<file path="config.mk">
export PLATFORM = sky130hd
export DESIGN_NAME = seq_digit_streamer_flat
export DESIGN_NICKNAME = d
export VERILOG_FILES = /design/src/rtl/seq_digit_streamer_if.sv /design/src/rtl/seq_digit_streamer.sv /design/src/flat_wrapper.sv
export SDC_FILE = /design/constraint.sdc
export NUM_CORES = 1
export LEC_CHECK = 0
export ABC_AREA = 1
export BUFFER_PORTS_ARGS = -buffer_cell sky130_fd_sc_hd__buf_4
export CORE_ASPECT_RATIO = 1.1
export CORE_MARGIN = 1.5
export CORE_UTILIZATION = 47
export DETAILED_ROUTE_END_ITERATION = 6
export PLACE_DENSITY_LB_ADDON = 0.25
export SETUP_SLACK_MARGIN = 0.2
export SKIP_CTS_REPAIR_TIMING = 1
export SLEW_MARGIN = 10
export SYNTH_ARGS = -nofsm -noshare
export SYNTH_HDL_FRONTEND = slang
export SYNTH_SLANG_ARGS = --single-unit
</file>
<file path="constraint.sdc">
create_clock -name clk_i -period 2.8 [get_ports clk_i]
set_input_delay 0.28 -clock clk_i [delete_from_list [all_inputs] [get_ports clk_i]]
set_output_delay 0.28 -clock clk_i [all_outputs]
set_load 0.005 [all_outputs]
</file>
<file path="src/rtl/seq_digit_streamer_if.sv">
// seq_digit_streamer_if: job-in / digit-beat-out handshake bundle for seq_digit_streamer
interface seq_digit_streamer_if #(
  parameter int K = 2,
  parameter int P = 8,
  parameter int D = 2
);
  logic [K-1:0][P-1:0] row_i;
  logic [K-1:0][P-1:0] column_i;
  logic [31:0]         c_in_i;
  logic                valid_i;
  logic                ready_o;
  logic [K-1:0][D-1:0] a_digit_o;
  logic [K-1:0][P-1:0] b_o;
  logic [31:0]         c_o;
  logic [4:0]          shift_o;
  logic                first_o;
  logic                last_o;
  logic                valid_o;
  logic                ready_i;
  modport master (
    output row_i, column_i, c_in_i, valid_i, ready_i,
    input  ready_o, a_digit_o, b_o, c_o, shift_o, first_o, last_o, valid_o
  );
  modport slave (
    input  row_i, column_i, c_in_i, valid_i, ready_i,
    output ready_o, a_digit_o, b_o, c_o, shift_o, first_o, last_o, valid_o
  );
endinterface

</file>
<file path="src/rtl/seq_digit_streamer.sv">
// seq_digit_streamer: streams K row operands as D-bit digits (LSB first) with framing and shift; SEQ_STREAM_SKIP_ZERO_EN ends a job on its highest non-zero digit
module seq_digit_streamer #(
  parameter int K = 2,
  parameter int P = 8,
  parameter int D = 2
) (
  input logic clk_i,
  input logic rst_i,
  seq_digit_streamer_if.slave bus
);
  localparam logic [0:0] IDLE = 1'b0;
  localparam logic [0:0] STREAM = 1'b1;
  localparam logic [4:0] LAST_SH = 5'(P - D);
  logic [0:0]          state;
  logic [4:0]          shift;
  logic [K-1:0][P-1:0] row_reg;
  logic [K-1:0][P-1:0] b_reg;
  logic [31:0]         c_reg;
  logic                stream;
  logic                at_last;
  logic                take;
  logic                advance;
  assign stream = state == STREAM;
`ifdef SEQ_STREAM_SKIP_ZERO_EN
  logic upper_zero;
  // the job may end once no lane holds a set bit above the current digit
  always_comb begin
    upper_zero = 1'b1;
    for (int k = 0; k < K; k++) upper_zero = upper_zero && ((row_reg[k] >> D) == '0);
  end
  assign at_last = (shift == LAST_SH) || upper_zero;
`else
  assign at_last = shift == LAST_SH;
`endif
  assign bus.valid_o = stream;
  assign bus.first_o = stream && (shift == '0);
  assign bus.last_o  = stream && at_last;
  assign bus.shift_o = shift;
  assign bus.b_o     = b_reg;
  assign bus.c_o     = c_reg;
  assign bus.ready_o = !stream || (at_last && bus.ready_i);
  assign take        = bus.valid_i && bus.ready_o;
  assign advance     = stream && bus.ready_i;
  for (genvar k = 0; k < K; k++) begin : g_lane
    assign bus.a_digit_o[k] = row_reg[k][D-1:0];
  end
  // job capture has priority so a new job chains straight onto the last beat
  always_ff @(posedge clk_i or posedge rst_i) begin
    if (rst_i) begin
      state   <= IDLE;
      shift   <= '0;
      row_reg <= '0;
      b_reg   <= '0;
      c_reg   <= '0;
    end else if (take) begin
      state   <= STREAM;
      shift   <= '0;
      row_reg <= bus.row_i;
      b_reg   <= bus.column_i;
      c_reg   <= bus.c_in_i;
    end else if (advance) begin
      state <= at_last ? IDLE : STREAM;
      shift <= at_last ? '0 : shift + 5'(D);
      for (int k = 0; k < K; k++) row_reg[k] <= row_reg[k] >> D;
    end
  end
endmodule

</file>
<file path="src/flat_wrapper.sv">
// flat-port wrapper written by rule: the top's interface ports become plain ports
module seq_digit_streamer_flat 
#(
  parameter int K = 2,
  parameter int P = 8,
  parameter int D = 2
)
  (clk_i, rst_i, bus_row_i, bus_column_i, bus_c_in_i, bus_valid_i, bus_ready_i, bus_ready_o, bus_a_digit_o, bus_b_o, bus_c_o, bus_shift_o, bus_first_o, bus_last_o, bus_valid_o);
  seq_digit_streamer_if #(.K(K), .P(P), .D(D)) bus_i ();
  input logic clk_i;
  input logic rst_i;
  input wire logic [$bits(bus_i.row_i)-1:0] bus_row_i;
  input wire logic [$bits(bus_i.column_i)-1:0] bus_column_i;
  input wire logic [$bits(bus_i.c_in_i)-1:0] bus_c_in_i;
  input wire logic [$bits(bus_i.valid_i)-1:0] bus_valid_i;
  input wire logic [$bits(bus_i.ready_i)-1:0] bus_ready_i;
  output wire logic [$bits(bus_i.ready_o)-1:0] bus_ready_o;
  output wire logic [$bits(bus_i.a_digit_o)-1:0] bus_a_digit_o;
  output wire logic [$bits(bus_i.b_o)-1:0] bus_b_o;
  output wire logic [$bits(bus_i.c_o)-1:0] bus_c_o;
  output wire logic [$bits(bus_i.shift_o)-1:0] bus_shift_o;
  output wire logic [$bits(bus_i.first_o)-1:0] bus_first_o;
  output wire logic [$bits(bus_i.last_o)-1:0] bus_last_o;
  output wire logic [$bits(bus_i.valid_o)-1:0] bus_valid_o;
  assign bus_i.row_i = bus_row_i;
  assign bus_i.column_i = bus_column_i;
  assign bus_i.c_in_i = bus_c_in_i;
  assign bus_i.valid_i = bus_valid_i;
  assign bus_i.ready_i = bus_ready_i;
  assign bus_ready_o = bus_i.ready_o;
  assign bus_a_digit_o = bus_i.a_digit_o;
  assign bus_b_o = bus_i.b_o;
  assign bus_c_o = bus_i.c_o;
  assign bus_shift_o = bus_i.shift_o;
  assign bus_first_o = bus_i.first_o;
  assign bus_last_o = bus_i.last_o;
  assign bus_valid_o = bus_i.valid_o;
  seq_digit_streamer #(.K(K), .P(P), .D(D)) u_core (.clk_i(clk_i), .rst_i(rst_i), .bus(bus_i));
endmodule
</file>
# Word level (Yosys, flattened, before mapping)
# Cells that the tools add are included.
# W data, S select, Z words.
dict set report op_classes {
  shifts 0
  div_mod_pow 0
  order_cmp 0
  n_eq_ne 1
  n_reduce_logical 9
  add_sub_neg 1
  bitwise_logic 0
  n_mux 8
  mul 0
}
# operator count
set op_table {}
lappend op_table {{$mux W16} 2}
lappend op_table {{$mux W5} 3}
lappend op_table {{$add A5 B2 Y5 const B} 1}
lappend op_table {{$eq A5 B3 Y1 const B} 1}
lappend op_table {{$logic_and A1 B1 Y1} 5}
lappend op_table {{$logic_not A5 Y1} 1}
lappend op_table {{$mux W1} 3}
lappend op_table {{$reduce_bool A2 Y1} 1}
lappend op_table {{$logic_not A1 Y1} 1}
lappend op_table {{$logic_or A1 B1 Y1} 1}
dict set report totals {
  input_bits 68
  latch_bits 0
  ramBits 0
  register_bits 70
  mem_count 0
  output_inout_bits 61
  romBits 0
}

# Depth between registers and ports, before layout
# Gate-level depths: netlist of run 1.
dict set report logic_depth {
  word_depth 5
  mapped_depth 9
  depth_no_buf 8
}

# Least setup slack after synthesis of run 1
# No wires, ideal clock.
dict set report synth_path {
  path_type {register -> register}
  start {register u_core.state, in the netlist u_core.bus.valid_o}
  end {register u_core.row_reg (netlist bit u_core.bus.a_digit_o[0])}
  stages_incl_launch_ff 8
  path_slack_ns 1.519
  period_less_slack_ns 1.281
  t_arrival_ns 1.164
  setup_ns 0.117
  n_path_buf 1
  path_cell_list {dfrtp_1 inv_2 or2_1 nand3_4 buf_4 nand2_1 nand3_1 nand2_1}
}
dict set report synth_via {
  elab_chain_cells 4
  elab_cells_between_ends 6
  classes_between {mux (1); reduce/logical (5)}
}
# item line_no
set synth_lines {}
lappend synth_lines {{start, declared} seq_digit_streamer.sv:14} ;# logic [0:0] state;
lappend synth_lines {{start signal, assigned} seq_digit_streamer.sv:62} ;# state <= at_last ? IDLE : STREAM;
lappend synth_lines {{$logic_not A1 Y1} seq_digit_streamer.sv:41} ;# assign bus.ready_o = !stream || (at_last && bus.ready_i);
lappend synth_lines {{$logic_or A1 B1 Y1} seq_digit_streamer.sv:41}
lappend synth_lines {{$logic_and A1 B1 Y1} seq_digit_streamer.sv:42} ;# assign take = bus.valid_i && bus.ready_o;
lappend synth_lines {{$mux W16 or $reduce_bool A2 Y1 (tied branches)} --}
lappend synth_lines {{end signal, assigned} seq_digit_streamer.sv:58} ;# row_reg <= bus.row_i;
lappend synth_lines {{end, declared} seq_digit_streamer.sv:16} ;# logic [K-1:0][P-1:0] row_reg;
# Several ways; a longest one is shown, not always the timed one.
# A chain may end at the register's enable or synchronous reset.

# Worst setup path in the final report of run 1
dict set report layout_path {
  start {register u_core.shift[3], in the netlist u_core.bus.shift_o[3]}
  end {register u_core.c_reg[31], in the netlist u_core.bus.c_o[31]}
}
dict set report layout_via {
  elab_chain_cells 4
}
# item line_no
set layout_lines {}
lappend layout_lines {{start, declared} seq_digit_streamer.sv:15} ;# logic [4:0] shift;
lappend layout_lines {{start signal, assigned} seq_digit_streamer.sv:63} ;# shift <= at_last ? '0 : shift + 5'(D);
lappend layout_lines {{$eq A5 B3 Y1} seq_digit_streamer.sv:33} ;# assign at_last = shift == LAST_SH;
lappend layout_lines {{$logic_and A1 B1 Y1} seq_digit_streamer.sv:41}
lappend layout_lines {{$logic_or A1 B1 Y1} seq_digit_streamer.sv:41}
lappend layout_lines {{$logic_and A1 B1 Y1} seq_digit_streamer.sv:42}
lappend layout_lines {{end signal, assigned} seq_digit_streamer.sv:60} ;# c_reg <= bus.c_in_i;
lappend layout_lines {{end, declared} seq_digit_streamer.sv:18} ;# logic [31:0] c_reg;
# Every way passes these cells.

==> results of run 1 <==
## through the flow
| step | std cells | instance area, sq um | setup slack, ns | total power, mW |
|---|---|---|---|---|
| 2_1_floorplan | 361 | 2970 | 0.780 | 2.35 |
| 3_3_place_gp | 551 | 3920 | 0.939 | 3.07 |
| 3_5_place_dp | 551 | 3920 | 0.848 | 3.12 |
| 4_1_cts | 565 | 4060 | 0.829 | 3.78 |
| 5_1_grt | 565 | 4060 | 0.660 | 4.03 |
| 6_report | 565 | 4060 | 0.836 | 3.74 |
## routing by layer
layer / wire length (um) / vias to the layer above / track usage [%]
li1: - / 1322 / -
met1: 3030 / 1210 / 28.9
met2: 3370 / 80 / 35.3
met3: 416 / 6 / 3.79
met4: 59 / 0 / 7.18
met5: 0 / - / 0
## final timing paths
check	slack (ns)	to	from
worst max-delay path	0.84	u_core.bus.c_o[31]$_DFFE_PP0N_	u_core.bus.shift_o[3]$_DFFE_PP0P_
worst min-delay path	-0.02	u_core.row_reg[14]$_DFFE_PP0P_	rst_i
worst max register to register	0.84	u_core.bus.c_o[31]$_DFFE_PP0N_	u_core.bus.shift_o[3]$_DFFE_PP0P_
worst min register to register	0.48	u_core.row_reg[4]$_DFFE_PP0P_	u_core.row_reg[4]$_DFFE_PP0P_
max in group asynchronous	2.13	u_core.bus.shift_o[4]$_DFFE_PP0P_	rst_i
min in group clk_i	0.15	u_core.bus.c_o[23]$_DFFE_PP0N_	bus_c_in_i[23]
## where the power goes
part           internal [mW]  leakage [nW]  switching [mW]
combinational          0.769          1.44           0.638
sequential              1.42         0.879           0.263
clock                  0.308        0.0788           0.335
## kinds of logic after synthesis
kind of cell,Yosys count,synth area share [%]
XOR/XNOR,2,0.589
flip-flops,69,58.1
other,1,0.126
AND/OR/NAND/NOR,228,30.7
buffers and inverters,53,8.83
adder cells (fa/ha/maj),1,0.421
AO/OA/AOI/OAI,7,1.30
## cell usage after synthesis
| cell type | count | share of area (%) |
|---|---|---|
| conb_1 | 1 | 0.13 |
| o21ai_2 | 1 | 0.29 |
| buf_2 | 7 | 1.2 |
| inv_1 | 30 | 3.8 |
| nand3_1 | 29 | 4.9 |
| inv_2 | 1 | 0.13 |
| nand3_4 | 1 | 0.59 |
| o21ai_1 | 3 | 0.50 |
| ha_1 | 1 | 0.42 |
| nor2_1 | 3 | 0.38 |
| clkbuf_1 | 2 | 0.25 |
| buf_6 | 2 | 0.76 |
| xor2_1 | 2 | 0.59 |
| buf_4 | 10 | 2.5 |
| nor3_1 | 1 | 0.17 |
| nand4_1 | 1 | 0.21 |
| dfrtp_1 | 69 | 58 |
| or2_1 | 1 | 0.21 |
| o21ai_0 | 3 | 0.50 |
| inv_4 | 1 | 0.21 |
| nand2_1 | 192 | 24 |
## area by class of cell
type | instances | area (sq um)
Tap cell | 80 | 100
Clock inverter | 3 | 15.0
Multi-Input combinational cell | 239 | 985
Sequential cell | 69 | 1730
Clock buffer | 11 | 131
Fill cell | 571 | 2090
Timing Repair Buffer | 131 | 983
Inverter | 32 | 123
## worst max-delay path, delay by kind of cell, from the launching register on
| kind | cells | cell delay [ns] |
|---|---|---|
| flops | 1 | 0.44 |
| buf+inv | 1 | 0.53 |
| simple gates | 6 | 0.91 |
==> qor.txt, run 1 <==
Outcome: finished, violations left
Failing checks: hold timing
DP HPWL: 4790 um
Post-Syn Area per Cell: 8.24 sq um
Drt via density: 4.63
Most frequent cells in the layout: nand2_1 (192), buf_4 (131), dfrtp_1 (69), inv_1 (29), nand3_1 (29)
Peak VDD IR: 0.416 mV
CTS root buf: clkbuf_8
Sequential share of the synthesized area: 58.1%
CTS tree: built
CP Max Fanout: 53
Inserted Diodes: 0
Core area: 6160 sq um
Crit path DAT: 2.22 ns
Num CTS Buffers: 9
Final Hold Viols: 20
Fin nets: 551
Largest net degree at the start of global routing: 54
CP max stage cell: inv_4
Port Buf Inserts: 127
Initial antenna violation count: 0
Core Util, Final: 66.0%
Crit end category: register
Synth warnings: 0
Iteration-0 DRC count of the detailed router: 120
Commonest non-fill, non-tap cell in the layout: nand2_1
Clk_lat worst skew: 0.32 ns
DIE WIDTH: 78.8 um
Area Growth Syn to Fin: 36.6%
Final ANT Viol Nets: 0
Critical path launch point type: register
Pwr dens: 919 nW/um^2
Final hold slack: -0.0196 ns
DIE AREA: 6810 sq um
Sum Neg Setup Slack: 0 ns
Share of layout cells above drive strength 1: 30.5%
Die H: 86.4 um
Critical path's most frequent cell: nand2_1
Clock Path Buffers: 2
Lkg Pwr: 2.40 nW
Worst slew margin: 66.2%
Synthesized instance count: 361
Wirelength per Cell: 12.2 um
Routability cong.: 0.749
Clk slew on worst S/H paths: 0.07 ns
Post-route DRC: 0
RSZ-0062 raised after global routing: no
Final Max Tran Viols: 0
Worst EP required: 3.06 ns
Cell Chain, Critical Path: nor2_1 -> nand2_1 -> nand2_1 -> nand3_4 -> inv_4 -> nand2_1 -> nand2_1
Yosys cell types: 21
Fin crit period: 1.96 ns
Overflow after GRT: 0
Fmax: 509 MHz
Post-Syn Area: 2970 sq um
Final period utilization: 70.1%
Mapped Nets: 430
FF-to-FF path depth: 7
Htree depth: 3
Flops & latches, synth: 69
Via count: 2618
Worst slew pin tran: 0.506 ns
Worst min-delay path category: primary input to async pin
Global-route wire length before repair: 11400 um
Critical path type: register to register
FP Rows: 30
Max-Cap Viols: 0
Skew final: 0.00433 ns
Vias in the first global route: 2466
Setup Viol. Count Final: 0
Effective utilization at floorplan: 48.3%
WL final: 6870 um
Max FFs per register: 32
Max incr delay on CP: 0.53 ns
Tot GR Track Use: 21.4%
DR pass1 iterations: 4
# IOs: 129
Total clock sinks: 69
Note: power is estimated with default switching activity, not from simulation.
==> run 2, diff against run 1 <==
CORE_UTILIZATION = 43   (was 47)
clock period = 1.72 ns   (was 2.8 ns; I/O delays follow)
==> run 2 against run 1 <==
Net effect: the run now ends clean; setup slack worse by 0.61 ns; clock power increased by 87%; critical path depth is 3 lower; clock-buffer cell count is 3 higher; utilization is 0.24 points lower; first-iteration DRC count is 70% higher; register-to-register slack lost 0.59 ns; flip-flop and latch count did not move; design area increased by 7.4%; critical path type is now register to output port; largest cell class unchanged.
==> qor.txt, run 2 (same netlist as run 1, synthesis figures left out) <==
Clk_lat worst skew: 0.33 ns (was 0.32 ns)
Max-Cap Viols: 0 (unchanged)
Cell Chain, Critical Path: nor2_2 -> nand3_1 -> nand2_4 -> buf_4 (was nor2_1 -> nand2_1 -> nand2_1 -> nand3_4 -> inv_4 -> nand2_1 -> nand2_1)
Worst min-delay path category: primary input to register (was primary input to async pin)
Final Max Tran Viols: 0 (unchanged)
Peak VDD IR: 0.747 mV (was 0.416 mV)
WL final: 7700 um (was 6870 um)
Die H: 90.2 um (was 86.4 um)
Drt via density: 4.64 (was 4.63)
Worst slew pin tran: 0.498 ns (was 0.506 ns)
DIE WIDTH: 82.3 um (was 78.8 um)
Inserted Diodes: 0 (unchanged)
Num CTS Buffers: 9 (unchanged)
Fin nets: 570 (was 551)
Critical path launch point type: register (unchanged)
Tot GR Track Use: 20.2% (was 21.4%)
Worst EP required: 1.55 ns (was 3.06 ns)
Most frequent cells in the layout: nand2_1 (191), buf_4 (142), dfrtp_1 (67), inv_1 (29), nand3_1 (29) (was nand2_1 (192), buf_4 (131), dfrtp_1 (69), inv_1 (29), nand3_1 (29))
Fmax: 671 MHz
Skew final: 0.00524 ns (was 0.00433 ns)
Total clock sinks: 69 (unchanged)
Kind of cell adding the most delay to the critical path: flip-flops (was simple AND/OR/NAND/NOR gates)
Crit end category: output port (was register)
Lkg Pwr: 2.54 nW (was 2.40 nW)
Port Buf Inserts: 127 (unchanged)
CTS tree: built (unchanged)
CP max stage cell: dfrtp_2 (was inv_4)
Wirelength per Cell: 13.1 um (was 12.2 um)
Iteration-0 DRC count of the detailed router: 204 (was 120)
Core area: 6630 sq um (was 6160 sq um)
Placed instance area: 3990 sq um (was 3920 sq um)
Global-route wire length before repair: 11600 um (was 11400 um)
Pwr dens: 1490 nW/um^2 (was 919 nW/um^2)
CP Max Fanout: 7 (was 53)
Critical path type: register to output port (was register to register)
Setup Viol. Count Final: 0 (unchanged)
Dpl cells: 555 (was 551)
RSZ-0062 raised after global routing: yes (was no)
Crit path buffers/inverters: 1 (unchanged)
Fin crit period: 1.49 ns
Outcome: completed (was finished, violations left)
Vias in the first global route: 2505 (was 2466)
Final instance area: 4360 sq um (was 4060 sq um)
Final Hold Viols: 0 (was 20)
Clk slew on worst S/H paths: 0.07 ns (about the same)
Via count: 2721 (was 2618)
Post-route DRC: 0 (unchanged)
Share of layout cells above drive strength 1: 33.9% (was 30.5%)
Crit path DAT: 1.32 ns (was 2.22 ns)
FP Rows: 31 (was 30)
CTS root buf: clkbuf_8 (unchanged)
DP HPWL: 4940 um (was 4790 um)
Final hold slack: 0.0309 ns (was -0.0196 ns)
Worst slew margin: 66.8% (was 66.2%)
Overflow after GRT: 0 (unchanged)
Max incr delay on CP: 0.44 ns (was 0.53 ns)
Htree depth: 3 (unchanged)
DIE AREA: 7430 sq um (was 6810 sq um)
Largest net degree at the start of global routing: 50 (was 54)
Max FFs per register: 32 (unchanged)
Total power: 6.49 mW (was 3.74 mW)
Routability cong.: 0.711 (was 0.749)
DR pass1 iterations: 4 (unchanged)
Area Growth Syn to Fin: 46.7% (was 36.6%)
Commonest non-fill, non-tap cell in the layout: nand2_1 (unchanged)
Effective utilization at floorplan: 44.8% (was 48.3%)
Final ANT Viol Nets: 0 (unchanged)
Final period utilization: 86.7%
Initial antenna violation count: 0 (unchanged)
Clock Path Buffers: 2 (unchanged)
Fin cells: 587 (was 565)
# IOs: 129 (unchanged)
==> run 2: cell count changes in the layout (fill, tap and decap cells not counted), sizes merged <==
cell         delta
buf            +15
clkbuf          +5
clkinv          -1
clkinvlp        +1
dlygate4sd3     +1
inv             -1
==> run 2: final cells by class <==
class,instances,area [sq um]
clock inverter,1,5.00
fill,571,2270
timing repair buffer,149,1210
clock buffer,14,173
sequential,69,1730
inverter,32,136
multi-input combinational,239,995
timing repair inverter,1,8.76
tap,82,103
==> run 2: metrics by stage <==
| stage | setup TNS [ns] | setup slack, ns | utilization, % |
|---|---|---|---|
| 2_1_floorplan | 0 | 0.439 | - |
| 3_3_place_gp | 0 | 0.240 | 60.1 |
| 3_5_place_dp | 0 | 0.163 | 60.1 |
| 4_1_cts | -0.0531 | -0.0531 | 62.8 |
| 5_1_grt | 0 | 0.159 | 65.8 |
| 6_report | 0 | 0.229 | 65.8 |
==> run 2: layer usage <==
metal	up-vias	global-route usage, %	share of wire [%]
met4	0	5.37	1.6
li1	1359	-	-
met1	1256	25.9	42
met2	93	31.6	48
met5	-	0	0
met3	13	7.82	7.9
==> run 2: final timing paths <==
| check | startpoint | endpoint | slack (ns) | cells after the start |
|---|---|---|---|---|
| max in group asynchronous | rst_i | u_core.bus.shift_o[3]$_DFFE_PP0P_ | 0.77 | 4 |
| setup / recovery | u_core.bus.shift_o[3]$_DFFE_PP0P_ | bus_ready_o | 0.23 | 4 |
| hold / removal | bus_c_in_i[31] | u_core.bus.c_o[31]$_DFFE_PP0N_ | 0.03 | 3 |
| min in group asynchronous | rst_i | u_core.bus.c_o[13]$_DFFE_PP0N_ | 0.44 | 3 |
| hold reg to reg | u_core.bus.c_o[14]$_DFFE_PP0N_ | u_core.bus.c_o[14]$_DFFE_PP0N_ | 0.48 | 2 |
| setup reg to reg | u_core.bus.shift_o[3]$_DFFE_PP0P_ | u_core.bus.c_o[24]$_DFFE_PP0N_ | 0.25 | 7 |
==> run 2: worst reg2reg max path, stage by stage, from the launching register on <==
cell and delay [ns]:
dfrtp_2 0.44, nor2_2 0.14, nand2_1 0.11, nand2_1 0.11
nand3_4 0.17, clkbuf_16 0.25, nand2_1 0.08, nand2_1 0.06
==> run 2: power by group <==
part	internal [mW]	switching (mW)
clock	0.634	0.565
combinational	1.42	1.13
sequential	2.32	0.425
